==> src/rtl/fetch_unit.sv <==
// Instruction fetch stage: keeps the fetch PC, issues one word read at a time
// to instruction memory and buffers {pc, instr} pairs for decode.
//
// state  | meaning
// -------+-------------------------------------------------------------
// IDLE   | no request outstanding; waiting for a free queue slot
// REQ    | imem_req high, imem_addr held until imem_gnt
// WAIT   | request granted; waiting for imem_rvalid
module fetch_unit #(
    parameter logic [31:0] RESET_PC = 32'hBFC0_0000,
    parameter int          QDEPTH   = 2
) (
    input  logic        clk,
    input  logic        rst_n,
    output logic        imem_req,
    output logic [31:0] imem_addr,
    input  logic        imem_gnt,
    input  logic        imem_rvalid,
    input  logic [31:0] imem_rdata,
    input  logic        redirect,
    input  logic [31:0] redirect_pc,
    output logic        dec_valid,
    input  logic        dec_ready,
    output logic [31:0] dec_instr,
    output logic [31:0] dec_pc
);

    localparam int PW = (QDEPTH > 1) ? $clog2(QDEPTH) : 1;
    localparam int CW = $clog2(QDEPTH + 1);
    localparam logic [CW-1:0] QD       = CW'(QDEPTH);
    localparam logic [PW-1:0] PTR_LAST = PW'(QDEPTH - 1);

    localparam logic [1:0] S_IDLE = 2'd0;
    localparam logic [1:0] S_REQ  = 2'd1;
    localparam logic [1:0] S_WAIT = 2'd2;

    logic [1:0]    state;
    logic [1:0]    state_nxt;
    logic [31:0]   fetch_pc;
    logic [31:0]   fetch_pc_nxt;
    logic [31:0]   req_pc;
    logic [31:0]   req_pc_nxt;
    logic          kill;
    logic          kill_nxt;

    logic [31:0]   q_instr [QDEPTH];
    logic [31:0]   q_pc    [QDEPTH];
    logic [PW-1:0] rd_ptr;
    logic [PW-1:0] wr_ptr;
    logic [CW-1:0] count;
    logic [CW-1:0] count_nxt;

    logic          rsp_done;
    logic          push;
    logic          pop;
    logic          slot_free;

    function automatic logic [PW-1:0] ptr_inc(input logic [PW-1:0] p);
        return (p == PTR_LAST) ? '0 : p + 1'b1;
    endfunction

    // A response arriving with kill set, or alongside a redirect, is dropped.
    always_comb begin
        rsp_done = (state == S_WAIT) && imem_rvalid;
        push     = rsp_done && !kill && !redirect;
        pop      = dec_valid && dec_ready && !redirect;

        if (redirect) begin
            count_nxt = '0;
        end else begin
            count_nxt = count + CW'(push) - CW'(pop);
        end
        slot_free = (count_nxt < QD);

        fetch_pc_nxt = fetch_pc;
        if (redirect) begin
            fetch_pc_nxt = {redirect_pc[31:2], 2'b00};
        end else if (push) begin
            fetch_pc_nxt = fetch_pc + 32'd4;
        end
    end

    // A redirect never withdraws an issued or pending request; kill marks its
    // response for disposal instead.
    always_comb begin
        kill_nxt = kill;
        if (rsp_done) begin
            kill_nxt = 1'b0;
        end else if (redirect && ((state == S_REQ) || (state == S_WAIT))) begin
            kill_nxt = 1'b1;
        end
    end

    always_comb begin
        state_nxt  = state;
        req_pc_nxt = req_pc;
        case (state)
            S_IDLE: begin
                if (slot_free) begin
                    state_nxt  = S_REQ;
                    req_pc_nxt = fetch_pc_nxt;
                end
            end
            S_REQ: begin
                if (imem_gnt) begin
                    state_nxt = S_WAIT;
                end
            end
            S_WAIT: begin
                if (rsp_done) begin
                    if (slot_free) begin
                        state_nxt  = S_REQ;
                        req_pc_nxt = fetch_pc_nxt;
                    end else begin
                        state_nxt = S_IDLE;
                    end
                end
            end
            default: begin
                state_nxt = S_IDLE;
            end
        endcase
    end

    always_ff @(posedge clk) begin
        if (!rst_n) begin
            state    <= S_IDLE;
            fetch_pc <= RESET_PC;
            req_pc   <= RESET_PC;
            kill     <= 1'b0;
            count    <= '0;
            rd_ptr   <= '0;
            wr_ptr   <= '0;
        end else begin
            state    <= state_nxt;
            fetch_pc <= fetch_pc_nxt;
            req_pc   <= req_pc_nxt;
            kill     <= kill_nxt;
            count    <= count_nxt;
            if (redirect) begin
                rd_ptr <= '0;
                wr_ptr <= '0;
            end else begin
                if (push) begin
                    wr_ptr <= ptr_inc(wr_ptr);
                end
                if (pop) begin
                    rd_ptr <= ptr_inc(rd_ptr);
                end
            end
        end
    end

    // Queue storage carries no reset; empty entries are masked at the outputs.
    always_ff @(posedge clk) begin
        if (rst_n && push) begin
            q_instr[wr_ptr] <= imem_rdata;
            q_pc[wr_ptr]    <= req_pc;
        end
    end

    always_comb begin
        imem_req  = (state == S_REQ);
        imem_addr = req_pc;
        dec_valid = (count != '0);
        dec_instr = dec_valid ? q_instr[rd_ptr] : 32'd0;
        dec_pc    = dec_valid ? q_pc[rd_ptr]    : 32'd0;
    end

endmodule

==> config.mk <==
export PLATFORM = sky130hd
export DESIGN_NAME = fetch_unit
export DESIGN_NICKNAME = d
export VERILOG_FILES = /design/src/rtl/fetch_unit.sv
export SDC_FILE = /design/constraint.sdc
export NUM_CORES = 1
export LEC_CHECK = 0
export BUFFER_PORTS_ARGS = -buffer_cell sky130_fd_sc_hd__buf_2
export CORE_MARGIN = 10
export CORE_UTILIZATION = 32
export CTS_CLUSTER_DIAMETER = 40
export CTS_CLUSTER_SIZE = 16
export DETAILED_ROUTE_END_ITERATION = 16
export SYNTH_ARGS = -nofsm -noshare
export SYNTH_HDL_FRONTEND = slang
export SYNTH_SLANG_ARGS = --single-unit
==> constraint.sdc <==
create_clock -name clk -period 16.72 [get_ports clk]
set_input_delay 3.344 -clock clk [delete_from_list [all_inputs] [get_ports clk]]
set_output_delay 3.344 -clock clk [all_outputs]
set_load 0.1 [all_outputs]
==> results.md <==
- Initial antenna violation count: 1
- Worst-case reg-to-reg path depth: 14
- CP delay by family, top: simple AND/OR/NAND/NOR gates
- Peak supply drop: 0.07157 mV
- Synthesized flop and latch total: 200
- Via count: 5759
- Routed wire per std cell: 17.75 um
- Mapped Avg Cell Area: 12.06 um2
- Port bufs: 165
- Synthesized cell area: 0.008344 mm2
- Syn nets: 769
- Lkg Pwr: 0.003797 uW
- Post-DP HPWL: 14490 um
- Flop-to-flop setup slack: 13.44 ns
- Clk_lat worst skew: 0.43 ns
- Outcome: complete, no violations
- Min Tclk post-route: 6.026 ns
- Area Growth Syn to Fin: 20.62%
- Crit. End Element: flip-flop
- Die W: 181.5 um
- CTS H-tree depth: 4
- Fmax: 166.0 MHz
- Number of DRC markers in iteration 0: 293
- Crit share post-route: 36.04%
- First-pass GRT wire length: 32560 um
- CTS Buffer Depth: 2
- Ys async rst share: 0%
- DRC: 0
- CTS tree: built
- Top post-synthesis cells by count: edfxtp_1 (128), nor2_1 (100), dfxtp_1 (72), mux2i_1 (66), nand2_1 (31)
- Clk slew on worst S/H paths: 0.07 ns
- WS Path Type: primary input to flip-flop
- Root Buffer: clkbuf_16
- Setup tns final: 0 ns
- Hold_sp: imem_addr[7]
- Initial Utilization: 32.30%
- Pins Over Slew Limit: 0
- Synth unique cells: 57
- Critical Path AT: 6.37 ns
- Sink Count: 200
- RSZ-0062 raised after global routing: false
- Hold buffer count at CTS: 0
- Reg-to-Reg End: imem_addr[30]
- Post-CTS sizing: 0
- Top-count cell post-synth: edfxtp_1
- Post-synth EDFFs: 128
- Vias/cell: 4.844
- Largest stage delay, worst path: 0.65 ns
- Hold Path Depth: 0
- Cts bufs inserted: 17
- Boundary Pins: 168
- RR Startpoint: count[1]
- Crit-path cells: buf_2, buf_4, and4bb_2, inv_1, ha_1, inv_1, ha_1, xnor3_1, nor2_1, nor2b_1, buf_4, nand2_1, o31ai_1
- Mapped Cells: 692
- Gr usage total: 12.42%
- Final setup vio count: 0
- Slew Limit Headroom: 35.92%
- Critical path's slowest cell: and4bb_2
- Prevailing post-synth register cell: edfxtp_1
- Post-CTS setup buffer count: 0
- Vias in the first global route: 5593
- WL final: 21110 um
- Req. time, crit path: 17.06 ns
- Gr ovfl total: 0
- Row Count: 59
- Max_cap viols: 0
- Register area share after synthesis: 63.34%
- ANT cells: 0
- Fraction of layout cells with a size suffix above 1: 26.00%
- Actual slew at the worst max-slew pin: 0.9612 ns
- Worst setup startpoint: redirect
- Crit path buf inv count: 5
- Layout Nets: 918
- Pwr/cell area: 116.2 mW/mm2
- Largest net degree at the start of global routing: 66
- CP Max Fanout: 59
- DRT Pass-1 Iters: 4
- Final Hold Violating Endpoints: 0
- WHS Endpoint: q_pc[0][7]
- Setup Skew: 0.01472 ns
- Synth top area cells: edfxtp_1 (46%), dfxtp_1 (17%), mux2i_1 (7.9%), nor2_1 (4.5%), a21oi_1 (1.5%)
- Post-synth top area share: 46.06%
- Post-synth top area cell: edfxtp_1
- Core area: 0.02584 mm2
- Worst min path class: flip-flop to flip-flop
- Die area: 0.03294 mm2
- Pre-CTS setup slack: 10.22 ns
- Die Height: 181.5 um
- Ys Warns: 0
- Startpoint types: primary input
- Worst Slack Setup Final: 10.69 ns
- RD Place Congestion: 0.8439
- ANT nets after route: 0
how the worst max path moves through the flow:
stage               slack [ns]  cells after the start            end
floorplan                 7.66                      5  q_instr[0][0]
global placement         10.22                     13  imem_addr[30]
detailed placement       10.22                     13  imem_addr[30]
CTS                      10.67                     13  imem_addr[30]
global route             10.42                     13  imem_addr[30]
finish                   10.69                     13  imem_addr[30]
registers in the layout (all words and copies together), names as in the netlist, named ones only:
register and flops:
q_pc 64, state 2, imem_addr 32, count 2, q_instr 64, fetch_pc 32
rd_ptr 1, wr_ptr 1, kill 1
power by group:
part	switching, uW	total, uW	internal, uW	leakage, uW
Sequential	21.8	572	550	0.00175
Combinational	159	200	40.5	0.00176
Clock	184	398	213	0.000286
Total	366	1170	804	0.00380
metal layers:
metal | part of all wire, % | global-route usage [%] | vias to the layer above
met2 | 49 | 20.60 | 128
met5 | 0.062 | 0 | -
li1 | - | - | 2843
met4 | 1.4 | 3.872 | 2
met3 | 4.4 | 2.724 | 16
met1 | 45 | 15.79 | 2770
logic make-up after synthesis:
group	after synthesis	share of synthesized area, %
AOI/OAI and AO/OA	104	8.232
buffers and inverters	54	2.714
DFF	200	63.34
adders and majority gates	7	1.050
xor gates and xnor gates	14	1.634
muxes	68	8.187
and+or+nand+nor	245	14.84
metrics by stage:
| step | cells | utilization, % | total power [uW] | hold WS [ns] | instance area, um2 |
|---|---|---|---|---|---|
| 2_1_floorplan | 692 | - | 733.9 | 0.4623 | 8344 |
| 3_3_place_gp | 1157 | 36.76 | 782.3 | 0.4558 | 9497 |
| 3_5_place_dp | 1157 | 36.76 | 785.1 | 0.4563 | 9497 |
| 4_1_cts | 1189 | 38.95 | 1182 | 0.4759 | 10060 |
| 5_1_grt | 1189 | 38.95 | 1213 | 0.4941 | 10060 |
| 6_report | 1189 | 38.95 | 1170 | 0.4754 | 10060 |
cell usage in the layout, fill, tap and decap left out, types with 4 or more instances in the layout:
| master | n |
|---|---|
| o211ai_1 | 4 |
| mux2i_1 | 66 |
| nand3_1 | 18 |
| nor3_1 | 16 |
| inv_6 | 4 |
| nor2_1 | 99 |
| inv_1 | 11 |
| and3_1 | 13 |
| and2_1 | 6 |
| edfxtp_1 | 128 |
| o21ai_0 | 21 |
| and4_1 | 8 |
| ha_1 | 7 |
| nand2b_1 | 11 |
| a211oi_1 | 4 |
| dfxtp_1 | 71 |
| o31a_1 | 4 |
| a21oi_1 | 25 |
| buf_4 | 8 |
| o31ai_1 | 13 |
| buf_2 | 165 |
| nand2_1 | 31 |
| nor4_1 | 6 |
| nor2b_1 | 7 |
| clkbuf_16 | 19 |
| nand4_1 | 13 |
| o21a_1 | 4 |
| xnor2_1 | 10 |
cell type report:
| class | instances | area, um2 |
|---|---|---|
| Multi-Input combinational cell | 438 | 2861 |
| Timing Repair Buffer | 173 | 885.9 |
| Inverter | 11 | 41.29 |
| Tap cell | 335 | 419.2 |
| Clock inverter | 10 | 77.57 |
| Sequential cell | 200 | 5289 |
| Fill cell | 2550 | 15770 |
| Clock buffer | 22 | 490.5 |
Note: power is estimated with default switching activity, not from simulation.
